===== src/rtl/vc_output_ctrl_if.sv =====
// Bundles the two VC buffer read ports and the outbound link for vc_output_ctrl.
// The master modport is the controller; the slave modport is its environment.
interface vc_output_ctrl_if #(
  parameter int PAC_WIDTH = 64
);
  logic                 empty0;
  logic [PAC_WIDTH-1:0] d_in0;
  logic                 ren0;
  logic                 empty1;
  logic [PAC_WIDTH-1:0] d_in1;
  logic                 ren1;
  logic                 so;
  logic                 ri;
  logic [PAC_WIDTH-1:0] pdo;
  logic [15:0]          pkt_cnt;

  modport master (
    input  empty0, d_in0, empty1, d_in1, ri,
    output ren0, ren1, so, pdo, pkt_cnt
  );

  modport slave (
    output empty0, d_in0, empty1, d_in1, ri,
    input  ren0, ren1, so, pdo, pkt_cnt
  );
endinterface


===== src/rtl/vc_output_ctrl.sv =====
// Output controller: round-robin pops two VC buffers into a single output
// register and hands packets to the link with a so/ri handshake.
module vc_output_ctrl #(
  parameter int PAC_WIDTH = 64
) (
  input logic             clk,
  input logic             reset,
  vc_output_ctrl_if.master bus
);

  typedef enum logic {
    S_EMPTY = 1'b0,
    S_FULL  = 1'b1
  } state_t;

  state_t               state;
  state_t               state_next;
  logic                 ptr;
  logic [PAC_WIDTH-1:0] pdo_q;
  logic [15:0]          cnt;
  logic                 transfer;
  logic                 load_ok;
  logic                 grant0;
  logic                 grant1;

  // Grants are gated by reset so no buffer is popped while reset is held.
  always_comb begin
    state_next = state;
    grant0     = 1'b0;
    grant1     = 1'b0;
    transfer   = (state == S_FULL) && bus.ri;
    load_ok    = (state == S_EMPTY) || transfer;
    if (reset && load_ok) begin
      if (!bus.empty0 && !bus.empty1) begin
        if (ptr) grant1 = 1'b1;
        else     grant0 = 1'b1;
      end else if (!bus.empty0) begin
        grant0 = 1'b1;
      end else if (!bus.empty1) begin
        grant1 = 1'b1;
      end
    end
    if (grant0 || grant1) state_next = S_FULL;
    else if (transfer)    state_next = S_EMPTY;
  end

  always_ff @(posedge clk or negedge reset) begin
    if (!reset) begin
      state <= S_EMPTY;
    end else begin
      state <= state_next;
    end
  end

  // pdo keeps its last value when the register empties; only a grant reloads it.
  always_ff @(posedge clk or negedge reset) begin
    if (!reset) begin
      pdo_q <= '0;
      ptr   <= 1'b0;
    end else begin
      if (grant0) begin
        pdo_q <= bus.d_in0;
        ptr   <= 1'b1;
      end else if (grant1) begin
        pdo_q <= bus.d_in1;
        ptr   <= 1'b0;
      end
    end
  end

  always_ff @(posedge clk or negedge reset) begin
    if (!reset) begin
      cnt <= 16'h0000;
    end else if (transfer && (cnt != 16'hFFFF)) begin
      cnt <= cnt + 16'h0001;
    end
  end

  assign bus.ren0    = grant0;
  assign bus.ren1    = grant1;
  assign bus.so      = (state == S_FULL);
  assign bus.pdo     = pdo_q;
  assign bus.pkt_cnt = cnt;

endmodule


===== src/flat_wrapper.sv =====
// flat-port wrapper written by rule: the top's interface ports become plain ports
module vc_output_ctrl_flat 
#(
  parameter int PAC_WIDTH = 64
)
  (clk, reset, bus_empty0, bus_d_in0, bus_empty1, bus_d_in1, bus_ri, bus_ren0, bus_ren1, bus_so, bus_pdo, bus_pkt_cnt);
  vc_output_ctrl_if #(.PAC_WIDTH(PAC_WIDTH)) bus_i ();
  input logic clk;
  input logic reset;
  input wire logic [$bits(bus_i.empty0)-1:0] bus_empty0;
  input wire logic [$bits(bus_i.d_in0)-1:0] bus_d_in0;
  input wire logic [$bits(bus_i.empty1)-1:0] bus_empty1;
  input wire logic [$bits(bus_i.d_in1)-1:0] bus_d_in1;
  input wire logic [$bits(bus_i.ri)-1:0] bus_ri;
  output wire logic [$bits(bus_i.ren0)-1:0] bus_ren0;
  output wire logic [$bits(bus_i.ren1)-1:0] bus_ren1;
  output wire logic [$bits(bus_i.so)-1:0] bus_so;
  output wire logic [$bits(bus_i.pdo)-1:0] bus_pdo;
  output wire logic [$bits(bus_i.pkt_cnt)-1:0] bus_pkt_cnt;
  assign bus_i.empty0 = bus_empty0;
  assign bus_i.d_in0 = bus_d_in0;
  assign bus_i.empty1 = bus_empty1;
  assign bus_i.d_in1 = bus_d_in1;
  assign bus_i.ri = bus_ri;
  assign bus_ren0 = bus_i.ren0;
  assign bus_ren1 = bus_i.ren1;
  assign bus_so = bus_i.so;
  assign bus_pdo = bus_i.pdo;
  assign bus_pkt_cnt = bus_i.pkt_cnt;
  vc_output_ctrl #(.PAC_WIDTH(PAC_WIDTH)) u_core (.clk(clk), .reset(reset), .bus(bus_i));
endmodule

===== config.mk =====
export PLATFORM = sky130hd
export DESIGN_NAME = vc_output_ctrl_flat
export DESIGN_NICKNAME = d
export VERILOG_FILES = /design/src/rtl/vc_output_ctrl_if.sv /design/src/rtl/vc_output_ctrl.sv /design/src/flat_wrapper.sv
export SDC_FILE = /design/constraint.sdc
export NUM_CORES = 1
export LEC_CHECK = 0
export CAP_MARGIN = 20
export CORE_MARGIN = 4
export CORE_UTILIZATION = 30
export CTS_BUF_LIST = sky130_fd_sc_hd__clkbuf_16
export CTS_CLUSTER_DIAMETER = 60
export CTS_CLUSTER_SIZE = 40
export DETAILED_ROUTE_END_ITERATION = 12
export GPL_TIMING_DRIVEN = 0
export PLACE_DENSITY = 0.65
export SLEW_MARGIN = 20
export SYNTH_ARGS = -nofsm -noshare
export SYNTH_HDL_FRONTEND = slang
export SYNTH_SLANG_ARGS = --single-unit

===== constraint.sdc =====
create_clock -name clk -period 3.9 [get_ports clk]
set_clock_uncertainty 0.1 [all_clocks]
set_input_delay 0.78 -clock clk [delete_from_list [all_inputs] [get_ports clk]]
set_output_delay 0.78 -clock clk [all_outputs]
set_load 0.005 [all_outputs]

==> reports/qor.csv <==
stage;metric;value;unit
route;drt_iter0_markers;144;
placed_design;preCtsSetupSlack;-0.0353;ns
status;run_status;complete, no violations;
final_layout;syn2layout_area_growth;69.2;%
synth;syn_inst;361;
power_and_ir_drop;power_frac_seq;0.397;
route;wl;12400;µm
route;dr.pass1.iters;4;
synth;avgSynthCellArea;10.7;µm²
synth;synth-seq-cells;82;
critical_path;worst_path_largest_cell_delay;0.56;ns
route;drtAntennaViolNets;0;
placed_design;portBuffers;215;
synth;synth_top_area_frac;0.531;
timing;relSlewSlack;0.674;
timing;hold_viol_final;0;
power_and_ir_drop;powerDensity;491;nW/µm²
final_layout;mostFrequentLayoutCells;clkdlybuf4s50_1 (214), dfrtp_1 (82), nand2_1 (68);
critical_path;cpMaxStageDelayCell;clkdlybuf4s50_1;
floorplan;die_y;121;µm
global_routing;grt_max_degree;47;
power_and_ir_drop;swShare;0.282;
floorplan;boundaryPins;216;
timing;drv_slew;0;
clocking;cts_tree;done;
timing;tightestPinTransition;0.488;ns
critical_path;path_cells;clkdlybuf4s50_1, nand2b_1, and4b_1, buf_2, buf_2, clkdlybuf4s50_1;
route;drc;0;
final_layout;fillers;1184;
power_and_ir_drop;irDropWorstVdd;0.226;mV
clocking;cts-root-buf;clkbuf_16;
critical_path;crit_family;buffers and inverters;
global_routing;grt_usage;0.168;
power_and_ir_drop;share_comb_of_total_power;0.350;
timing;min_period_over_period;0.971;
synth;ys_types;37;
global_routing;grt_pass1_wl;19400;µm
critical_path;critical_path_peak_fanout;10;
clocking;insertion_delay;0.33;ns
floorplan;core;12600;µm²
timing;whs;0.220;ns
clocking;cts_inserted_buffers;9;
clocking;post_cts_buffers;0;
final_layout;layout.nets;722;
critical_path;crit_buf_inv;4;
floorplan;start_util;0.306;
power_and_ir_drop;power.switching;0.000905;W
timing;fmax;0.264;GHz
run;maxCapViolations;0;
placed_design;hpwl;9430;µm
final_layout;diodes;0;
final_layout;drive_gt1_frac;0.0626;
clocking;path_clk_slew;0.06;ns
floorplan;die_x;121;µm
synth;netlist_area;3860;µm²
synth;synth_nets;495;
synth;synthTopCellsByArea;dfrtp_1 (53%), mux2i_1 (17%), nand2_1 (6.6%);
critical_path;critical_path_class;in2out;
floorplan;dieArea;14800;µm²
power_and_ir_drop;p_leak;3.03;nW
global_routing;grt_pass1_vias;3792;
global_routing;globalRouteOverflowTotal;0;
final_layout;layout_commonest_cell;clkdlybuf4s50_1;
clocking;clock-sinks;82;
synth;ys_seq_area_frac;0.531;
route;dr_total_vias;3552;
timing;setup-violations-final;0;
critical_path;crit_required;3.02;ns
timing;min_period;3.79;ns
placed_design;gp_congestion;0.777;
critical_path;crit_path_end_kind;output pin;
critical_path;critPathLaunchType;input port;
clocking;cts_max_level;3;
power_and_ir_drop;internal_power;0.00230;W
global_routing;antenna_found_initial;0;
power_and_ir_drop;pwr-share-clk;0.253;
route;via_per_inst;4.66;
synth;ys_warn_count;0;
worst_hold_path;hold_class;in2async;
critical_path;crit_arrival;2.91;ns
timing;rsz0062_at_grt;no;
timing;worst_slack;0.115;ns
route;wl_per_cell;16.2;µm
synth;synth_top_cell_by_area;dfrtp_1;
clocking;clockBufferDepth;2;
floorplan;rows;41;
==> sequential cells by signal, indices dropped and copies added (netlist names) <==
signal	cells
u_core.bus.pkt_cnt	16
u_core.bus.pdo	64
u_core.bus.so	1
u_core.ptr	1
==> synth_stat cells (all sizes together) <==
cell / count
a21oi: 2
a31oi: 1
a41oi: 1
and2: 2
and3: 1
and4: 2
and4b: 1
buf: 15
clkbuf: 6
dfrtp: 82
ha: 1
inv: 3
mux2: 2
mux2i: 64
nand2: 69
nand2b: 3
nand3: 9
nand4: 7
nor2: 6
nor3: 4
nor4: 1
nor4b: 1
o2111ai: 1
o21a: 1
o21ai: 64
o31ai: 1
xnor2: 4
xor2: 7
==> per-layer routing <==
| layer | track usage | up-vias | wire (µm) |
|---|---|---|---|
| li1 | - | 1714 | - |
| met1 | 0.202 | 1696 | 5120 |
| met2 | 0.283 | 127 | 6180 |
| met3 | 0.0527 | 15 | 868 |
| met4 | 0.0588 | 0 | 195 |
| met5 | 0 | - | 0 |
==> metrics by stage <==
| stage | setup TNS (ns) | power [W] | cell area (µm²) | utilization | cells |
|---|---|---|---|---|---|
| 2_1_floorplan | 0 | 0.00164 | 3860 | - | 361 |
| 3_3_place_gp | -238.14 | 0.00240 | 6230 | 0.494 | 748 |
| 3_5_place_dp | -0.0353 | 0.00243 | 6260 | 0.496 | 749 |
| 4_1_cts | 0 | 0.00326 | 6530 | 0.518 | 763 |
| 5_1_grt | 0 | 0.00340 | 6540 | 0.518 | 763 |
| 6_report | 0 | 0.00321 | 6540 | 0.518 | 763 |
==> logic make-up (layout without fill, tap and decap cells) <==
kind of cell | Yosys count | in the layout | synth area share
simple gates | 106 | 106 | 0.138
flops | 82 | 82 | 0.531
compound gates | 71 | 71 | 0.0955
mux | 66 | 66 | 0.172
buf+inv | 24 | 254 | 0.0356
xor+xnor | 11 | 11 | 0.0249
fa+ha+maj | 1 | 1 | 0.00324
==> final cells by class <==
class	instances	area, µm²	area share
plain buffers	21	126	0.0193
clock buffers	9	225	0.0345
clock inverters	5	47.5	0.00727
inverters	3	11.3	0.00172
multi-input cells	255	1670	0.256
flip-flops and latches	82	2050	0.314
well taps	172	215	0.0329
repair buffers	216	2180	0.334
==> path summary, 6_finish.rpt <==
check                           slack (ns)     startpoint  depth (start not counted)                    end
max in group asynchronous             2.95          reset                          2     u_core.bus.pdo[63]
worst min-delay path                  0.22          reset                          1  u_core.bus.pkt_cnt[9]
worst min register to register        0.42     u_core.ptr                          2             u_core.ptr
worst max-delay path                  0.11         bus_ri                          6               bus_ren0
worst max register to register        1.98  u_core.bus.so                          5      u_core.bus.pdo[6]
min in group clk                      0.42     u_core.ptr                          2             u_core.ptr
==> timing repair <==
action,CTS,global route
endpoints found under the setup margin,1,1
resized for setup,1,2
endpoints found under the hold margin,0,0
hold buffers,0,0
==> power groups by stage <==
stage,Combinational (W),Sequential (W),Clock [W]
after floorplan,0.000350,0.00129,0
after global placement,0.00112,0.00128,0
after detailed placement,0.00114,0.00128,0
after CTS,0.00115,0.00128,0.000840
after global routing,0.00122,0.00131,0.000868
final,0.00112,0.00128,0.000812
Power figures use the tool's default switching activity.
